===== src/rtl/hawk_video_extract_temp.sv =====
`default_nettype none
// ============================================================================
// Module   : hawk_video_extract_temp
// Purpose  : Receive-side temperature extraction on an Avalon-ST video path.
//            Inside each video packet (SOP data[3:0] == 0) the first beat
//            after SOP is the temperature word. That beat is removed from the
//            stream and held in temp_data. The remaining pixels are forwarded
//            with one cycle of latency. Pixels per frame are counted against
//            SIZE_X*SIZE_Y, and short or long frames are flagged. Control
//            packets and stray beats pass through unchanged.
// Revision : 1.0  initial release
// ----------------------------------------------------------------------------
// Ports
//   stream_clk        in   1  stream clock, rising edge
//   reset_n           in   1  asynchronous active-low reset
//   enable            in   1  1 = extract, 0 = transparent pass-through
//   stream_in_sop     in   1  start of packet
//   stream_in_valid   in   1  beat valid
//   stream_in_data    in  16  beat data
//   stream_in_eop     in   1  end of packet
//   stream_out_sop    out  1  registered SOP
//   stream_out_valid  out  1  registered valid
//   stream_out_data   out 16  registered data
//   stream_out_eop    out  1  registered EOP
//   temp_data         out 16  last captured temperature word
//   temp_valid        out  1  pulse when temp_data updates
//   frame_err_short   out  1  pulse: frame ended or aborted too short
//   frame_err_long    out  1  pulse: frame ended too long
// ============================================================================
module hawk_video_extract_temp #(
  parameter int SIZE_X = 640,
  parameter int SIZE_Y = 480
) (
  input  logic        stream_clk,
  input  logic        reset_n,
  input  logic        enable,
  input  logic        stream_in_sop,
  input  logic        stream_in_valid,
  input  logic [15:0] stream_in_data,
  input  logic        stream_in_eop,
  output logic        stream_out_sop,
  output logic        stream_out_valid,
  output logic [15:0] stream_out_data,
  output logic        stream_out_eop,
  output logic [15:0] temp_data,
  output logic        temp_valid,
  output logic        frame_err_short,
  output logic        frame_err_long
);

  localparam logic [19:0] EXP_COUNT = 20'(SIZE_X * SIZE_Y);
  localparam logic [19:0] CNT_MAX   = 20'hFFFFF;

  typedef enum logic [1:0] {
    IDLE = 2'd0,
    HDR  = 2'd1,
    PIX  = 2'd2,
    CTRL = 2'd3
  } state_t;

  state_t      state_q, state_d;
  logic [19:0] cnt_q, cnt_d;
  logic        out_sop_q, out_sop_d;
  logic        out_valid_q, out_valid_d;
  logic [15:0] out_data_q, out_data_d;
  logic        out_eop_q, out_eop_d;
  logic [15:0] temp_data_q, temp_data_d;
  logic        temp_valid_q, temp_valid_d;
  logic        err_short_q, err_short_d;
  logic        err_long_q, err_long_d;

  // Pixel count including the current beat, saturating so a runaway
  // stream can never wrap back into the "correct size" window.
  logic [19:0] cnt_inc;
  assign cnt_inc = (cnt_q == CNT_MAX) ? cnt_q : cnt_q + 20'd1;

  // --------------------------------------------------------------------------
  // State and output registers
  // --------------------------------------------------------------------------
  always_ff @(posedge stream_clk or negedge reset_n) begin
    if (!reset_n) begin
      state_q      <= IDLE;
      cnt_q        <= 20'd0;
      out_sop_q    <= 1'b0;
      out_valid_q  <= 1'b0;
      out_data_q   <= 16'h0000;
      out_eop_q    <= 1'b0;
      temp_data_q  <= 16'h0000;
      temp_valid_q <= 1'b0;
      err_short_q  <= 1'b0;
      err_long_q   <= 1'b0;
    end else begin
      state_q      <= state_d;
      cnt_q        <= cnt_d;
      out_sop_q    <= out_sop_d;
      out_valid_q  <= out_valid_d;
      out_data_q   <= out_data_d;
      out_eop_q    <= out_eop_d;
      temp_data_q  <= temp_data_d;
      temp_valid_q <= temp_valid_d;
      err_short_q  <= err_short_d;
      err_long_q   <= err_long_d;
    end
  end

  // --------------------------------------------------------------------------
  // Next-state and next-output logic
  // --------------------------------------------------------------------------
  always_comb begin
    state_d      = state_q;
    cnt_d        = cnt_q;
    out_sop_d    = 1'b0;
    out_valid_d  = 1'b0;
    out_data_d   = out_data_q;
    out_eop_d    = 1'b0;
    temp_data_d  = temp_data_q;
    temp_valid_d = 1'b0;
    err_short_d  = 1'b0;
    err_long_d   = 1'b0;

    if (stream_in_valid) begin
      if (stream_in_sop) begin
        // A new SOP while a video frame is still open aborts that frame.
        if ((state_q == HDR) || (state_q == PIX)) begin
          err_short_d = 1'b1;
        end
        out_valid_d = 1'b1;
        out_sop_d   = 1'b1;
        out_eop_d   = stream_in_eop;
        out_data_d  = stream_in_data;
        cnt_d       = 20'd0;
        // Mode is sampled only here, so an enable change mid-frame lets
        // the current frame finish in its original mode. With enable low
        // the FSM stays in IDLE, where every beat is forwarded verbatim.
        if (enable && !stream_in_eop) begin
          state_d = (stream_in_data[3:0] == 4'h0) ? HDR : CTRL;
        end else begin
          state_d = IDLE;
        end
      end else begin
        case (state_q)
          IDLE: begin
            // Stray beat outside any packet: pass it along untouched.
            out_valid_d = 1'b1;
            out_eop_d   = stream_in_eop;
            out_data_d  = stream_in_data;
          end
          HDR: begin
            // Temperature word is consumed, not forwarded.
            temp_data_d  = stream_in_data;
            temp_valid_d = 1'b1;
            if (stream_in_eop) begin
              // Packet carried no pixels: close it with a dummy EOP beat
              // so the sink still sees a well-formed packet.
              out_valid_d = 1'b1;
              out_eop_d   = 1'b1;
              out_data_d  = 16'h0000;
              err_short_d = 1'b1;
              state_d     = IDLE;
            end else begin
              state_d = PIX;
            end
          end
          PIX: begin
            out_valid_d = 1'b1;
            out_eop_d   = stream_in_eop;
            out_data_d  = stream_in_data;
            cnt_d       = cnt_inc;
            if (stream_in_eop) begin
              err_short_d = (cnt_inc < EXP_COUNT);
              err_long_d  = (cnt_inc > EXP_COUNT);
              state_d     = IDLE;
            end
          end
          CTRL: begin
            out_valid_d = 1'b1;
            out_eop_d   = stream_in_eop;
            out_data_d  = stream_in_data;
            if (stream_in_eop) begin
              state_d = IDLE;
            end
          end
          default: begin
            state_d = IDLE;
          end
        endcase
      end
    end
  end

  assign stream_out_sop   = out_sop_q;
  assign stream_out_valid = out_valid_q;
  assign stream_out_data  = out_data_q;
  assign stream_out_eop   = out_eop_q;
  assign temp_data        = temp_data_q;
  assign temp_valid       = temp_valid_q;
  assign frame_err_short  = err_short_q;
  assign frame_err_long   = err_long_q;

endmodule
`default_nettype wire


===== config.mk =====
export PLATFORM = sky130hd
export DESIGN_NAME = hawk_video_extract_temp
export DESIGN_NICKNAME = d
export VERILOG_FILES = /design/src/rtl/hawk_video_extract_temp.sv
export SDC_FILE = /design/constraint.sdc
export NUM_CORES = 1
export LEC_CHECK = 0
export CORE_UTILIZATION = 50
export DETAILED_ROUTE_END_ITERATION = 6
export PLACE_DENSITY_LB_ADDON = 0.15
export SLEW_MARGIN = 10
export SYNTH_ARGS = -nofsm -noshare
export SYNTH_HDL_FRONTEND = slang
export SYNTH_SLANG_ARGS = --single-unit

===== constraint.sdc =====
create_clock -name stream_clk -period 4.9 [get_ports stream_clk]
set_input_delay 0.98 -clock stream_clk [delete_from_list [all_inputs] [get_ports stream_clk]]
set_output_delay 0.98 -clock stream_clk [all_outputs]
set_load 0.05 [all_outputs]

==> impl_results.md, run 1 <==
- VDD IR max: 0.3824 mV
- Top FF cell, synth: dfrtp_1
- CP Launch Type: flip-flop
- RSZ-0062 raised after global routing: false
- Setup violations, final: 0
- Min-Delay Path Depth: 2
- Initial antenna violation count: 0
- Number of placed instances, taps included: 482
- Synth top area share: 48.12%
- Max H-tree Level: 3
- Synth cell count leaders: 107 x nand2_1, 60 x dfrtp_1, 39 x o21ai_0, 20 x nor2_1, 15 x clkbuf_1
- Largest net degree at the start of global routing: 61
- Max-slew violations: 0
- Row cnt: 28
- Num CTS Buffers: 9
- Post-synth EDFFs: 0
- Mapped Avg Cell Area: 8.526 sq um
- Synth unique cells: 48
- Biggest area consumer among synthesized cells: dfrtp_1
- First-pass GRT wire length: 11860 um
- Worst reg2reg endpoint: frame_err_long
- DR WL/cell: 14.67 um
- RD Place Congestion: 0.8662
- # port buffers: 59
- Postcts setup bufs: 0
- Final nets: 444
- Post-Syn Nets: 392
- WHS: 471.7 ps
- Design area: 3951 sq um
- Clock Sinks: 60
- CTS tree: yes
- Cells after Synth: 366
- Diodes inserted: 0
- Ys Warns: 0
- Dpl ws: 1744 ps
- Antenna Nets Post-Route: 0
- Area delta synth->final: 26.62%
- Largest buffer count on any clock path: 2
- CP max FO: 8
- Hold wc startpoint: temp_data[5]
- Hold EP: temp_data[5]
- Remaining Overflow, GRT: 0
- Synth async-reset ratio: 100.0%
- Pwr dens: 416.1 nW/um^2
- Core area: 5956 sq um
- First-pass detailed-route iteration total: 4
- Reg2Reg Depth: 8
- Fillers: 497
- FF+latch count, synth: 60
- Endpoints failing hold: 0
- Critical Path Sink Type: flip-flop
- DRT Wirelength: 7292 um
- Final Non-Filler Cells: 497
- All-Layer GR Usage: 23.84%
- Dpl cell area: 3736 sq um
- Post-DP HPWL: 5127 um
- Worst-Skew Late Latency: 330 ps
- Worst Slack Setup Final: 1926 ps
- Final Critical Period: 2974 ps
- CTS clk-pin slew, worst paths: 70 ps
- Setup TNS: 0 ps
- Vias in the first global route: 2542
- Most common cell in the netlist: nand2_1
- Crit path arrival time: 3170 ps
- R2r startpoint: cnt_q[0]
- Die area: 6561 sq um
- Slew headroom: 40.56%
- Slew @ Worst Pin: 891.6 ps
- Crit Path Class: flip-flop to flip-flop
- Status: complete, no violations
- Maxcap violations: 0
- Iter 0 DRT Violations: 209
- DRC violations left: 0
- Die Y: 81 um
- Setup Skew: 9.340 ps
- R2r setup slk: 1930 ps
- Vias: 2755
- Resized Gates After CTS: 0
- Vias/cell: 5.543
- Root Driver: clkbuf_8
- Seq/Total Area, Yosys: 48.12%
- Pleak: 1.801 nW
- Hold-fix buffers, CTS: 0
- I/O pin cnt: 60
- Fmax: 336.3 MHz
- Share of cells above drive strength 1: 6.635%
- Synthesized area: 3120 sq um
- Synth area leaders: dfrtp_1 48%, nand2_1 13%, o21ai_0 6.3%, nand4_1 2.8%, nor2_1 2.4%
- Final Cycle Share: 60.69%
- Hold crit path type: flip-flop to flip-flop
- Starting density of the core: 52.39%
- Die width: 81 um
- CP Data Required Time: 5090 ps
[per-layer routing]
layer	global-route usage, %	part of all wire (%)	up-vias
met5	0	0	-
met4	8.393	1.3	0
met3	4.157	4.5	10
met2	36.72	47	68
met1	33.77	48	1308
li1	-	-	1369
[through the flow]
step	power, mW	util (%)
finish	1.644	66.34
global route	1.721	66.34
CTS	1.660	66.34
detailed placement	1.169	62.73
global placement	1.161	62.73
floorplan	0.9621	-
[cell type report]
type / count / area (sq um) / share of cell area [%]
well taps: 75 / 93.84 / 2.375
inverters: 9 / 33.78 / 0.8550
flip-flops and latches: 60 / 1501 / 38.00
clock inverters: 4 / 73.82 / 1.868
repair buffers: 62 / 608.1 / 15.39
multi-input cells: 276 / 1499 / 37.94
clock buffers: 11 / 141.4 / 3.578
[registers in the layout, indices dropped and copies added (netlist names), 2 cells and up]
signal,count
cnt_q,20
temp_data,16
stream_out_data,16
state_q,2
[layout by cell type (no fill, tap or decap), types with 3 or more instances in the layout]
cell / count
nand2_1: 107
dfrtp_1: 60
clkdlybuf4s50_1: 58
o21ai_0: 39
nor2_1: 20
nand4_1: 14
a21oi_1: 11
clkbuf_8: 10
nand3_1: 9
inv_1: 8
xor2_1: 5
and3_1: 4
and2_1: 4
nor3_1: 4
or4_1: 4
xnor2_1: 4
a31oi_1: 4
ha_1: 4
nor4_1: 3
nand2b_1: 3
o41ai_1: 3
buf_4: 3
[critical path, stage by stage, from the launching register on]
cell	delay, ps
dfrtp_1	400
ha_1	360
nand3_4	180
nor4_4	470
a21oi_2	170
or4_1	430
a2111o_1	440
nor4b_2	290
a211oi_1	110
[cells by family (layout without fill, tap and decap cells)]
kind of cell	Yosys count	in the layout	synth area share, %
adder cells (fa/ha/maj)	4	4	1.604
flip-flops	60	60	48.12
AND/OR/NAND/NOR	182	182	27.71
multiplexers	3	3	1.002
buffers and inverters	30	86	3.849
XOR/XNOR	9	9	2.526
AO/OA/AOI/OAI	78	78	15.20
[worst max-delay path by stage]
stage / from / slack (ps) / endpoint
final: cnt_q[0] / 1930 / frame_err_long
after global routing: cnt_q[0] / 1820 / frame_err_long
after CTS: cnt_q[0] / 1960 / frame_err_long
after detailed placement: stream_in_sop / 1740 / temp_data[8]
after global placement: stream_in_sop / 1830 / temp_data[9]
after floorplan: cnt_q[0] / 2310 / frame_err_long
[power breakdown]
part           switching (mW)  leakage (nW)  internal, mW  total, mW
sequential             0.0433         0.786         0.570      0.613
combinational           0.370         0.906         0.174      0.545
clock                   0.189         0.109         0.298      0.487
Power figures use the tool's default switching activity.
==> inputs of run 2 (changes only) <==
CORE_UTILIZATION = 47   (was 50)
clock period = 2.55 ns   (was 4.9 ns; I/O delays follow)
==> impl_results.md, run 2 (synthesized netlist as in run 1, its figures left out) <==
- Final Cycle Share: 96.00%
- Largest net degree at the start of global routing: 61
- Design area: 4230 sq um
- Dpl cell area: 3956 sq um
- CP Data Required Time: 2770 ps
- Fillers: 532
- Delay-heaviest family, CP: compound AO/OA/AOI/OAI gates
- Antenna Nets Post-Route: 0
- DRT Wirelength: 7832 um
- First-pass GRT wire length: 13170 um
- Vias: 2903
- VDD IR max: 0.7679 mV
- Diodes inserted: 0
- First-pass detailed-route iteration total: 4
- Endpoints failing hold: 0
- Critical-path cell list: ha_2, nand3_4, or4_4, a211oi_4, xor2_1, a32o_1, o22ai_2, a41o_1
- Largest register FFs: 20
- Setup violations, final: 0
- CP Launch Type: flip-flop
- Post-DP HPWL: 5386 um
- Max H-tree Level: 3
- Die width: 83.48 um
- Hold crit path type: input port to asynchronous set/reset pin
- Slew @ Worst Pin: 650.6 ps
- Final nets: 471
- Commonest non-fill, non-tap cell in the layout: nand2_1
- Fmax: 408.5 MHz
- DR WL/cell: 14.86 um
- Root Driver: clkbuf_8
- WHS: 151.5 ps
- Share of cells above drive strength 1: 14.00%
- I/O pin cnt: 60
- Clock Sinks: 60
- Worst-Skew Late Latency: 330 ps
- CTS tree: yes
- # port buffers: 59
- CP bufs+invs: 0
- Largest buffer count on any clock path: 2
- Initial antenna violation count: 0
- CP max FO: 8
- Status: complete, no violations
- Starting density of the core: 48.86%
- Core area: 6386 sq um
- All-Layer GR Usage: 23.78%
- Iter 0 DRT Violations: 301
- Number of placed instances, taps included: 511
- Final Non-Filler Cells: 527
- Die area: 6969 sq um
- Most frequent cells in the layout: 107 x nand2_1, 59 x dfrtp_1, 58 x clkdlybuf4s50_1
- Crit path arrival time: 2670 ps
- Reg2Reg Depth: 8
- CTS clk-pin slew, worst paths: 70 ps
- Row cnt: 29
- Maxcap violations: 0
- Area delta synth->final: 35.57%
- Slew headroom: 56.22%
- Setup Skew: 8.234 ps
- Critical path's largest stage delay: 610 ps
- Remaining Overflow, GRT: 0
- Max-slew violations: 0
- Crit Path Class: flip-flop to flip-flop
- DRC violations left: 0
- Critical Path Sink Type: flip-flop
- Num CTS Buffers: 9
- CP max stage cell: or4_4
- Pwr dens: 772.9 nW/um^2
- RD Place Congestion: 0.8641
- Vias/cell: 5.509
- Vias in the first global route: 2763
- Final Critical Period: 2448 ps
- Worst reg2reg endpoint: frame_err_short
- Largest reg by FF count: cnt_q
- Die Y: 83.48 um
- R2r startpoint: cnt_q[1]
- R2r setup slk: 100 ps
- Pleak: 1.974 nW
## run 2: final cells by class
type / count / area (sq um) / area share, %
multi-input cells: 276 / 1535 / 36.29
repair buffers: 89 / 823.3 / 19.46
clock buffers: 10 / 127.6 / 3.017
flip-flops and latches: 60 / 1503 / 35.52
well taps: 77 / 96.34 / 2.277
inverters: 9 / 33.78 / 0.7986
clock inverters: 6 / 111.4 / 2.632
## run 2: power breakdown
| part | switching, mW | leakage (nW) | internal [mW] |
|---|---|---|---|
| logic | 0.708 | 1.07 | 0.346 |
| clock network | 0.395 | 0.117 | 0.652 |
| registers | 0.0755 | 0.784 | 1.09 |
## run 2: worst max-delay path by stage
stage,from,end,slack [ps],cells after the start
after floorplan,cnt_q[0],frame_err_long,8,8
after global placement,cnt_q[1],frame_err_long,120,8
after detailed placement,cnt_q[1],frame_err_long,50,8
after CTS,cnt_q[1],frame_err_long,40,8
after global routing,cnt_q[1],frame_err_short,-5,8
final,cnt_q[1],frame_err_short,100,8
## run 2: per-layer routing
metal	vias to the layer above	global-route usage, %	wire length [um]	share of wire [%]
met1	1368	32.16	3670	47
met3	10	3.956	404	5.2
li1	1421	-	-	-
met5	-	0	0	0
met4	0	10.17	117	1.5
met2	104	38.08	3640	46
## run 2: timing repair
action | CTS | global route
gates resized for setup | 0 | 7
buffers inserted | 0 | 0
endpoints found under the setup margin | 0 | 2
hold buffers | 0 | 0
## run 2: stage by stage
step	TNS [ps]	setup WS (ps)	total power, mW	utilization, %
global route	-5.276	-5.276	3.403	66.24
global placement	0	121.8	2.230	61.95
detailed placement	0	48.18	2.245	61.95
floorplan	0	8.244	1.849	-
CTS	0	37.97	3.294	65.69
finish	0	102.0	3.270	66.24
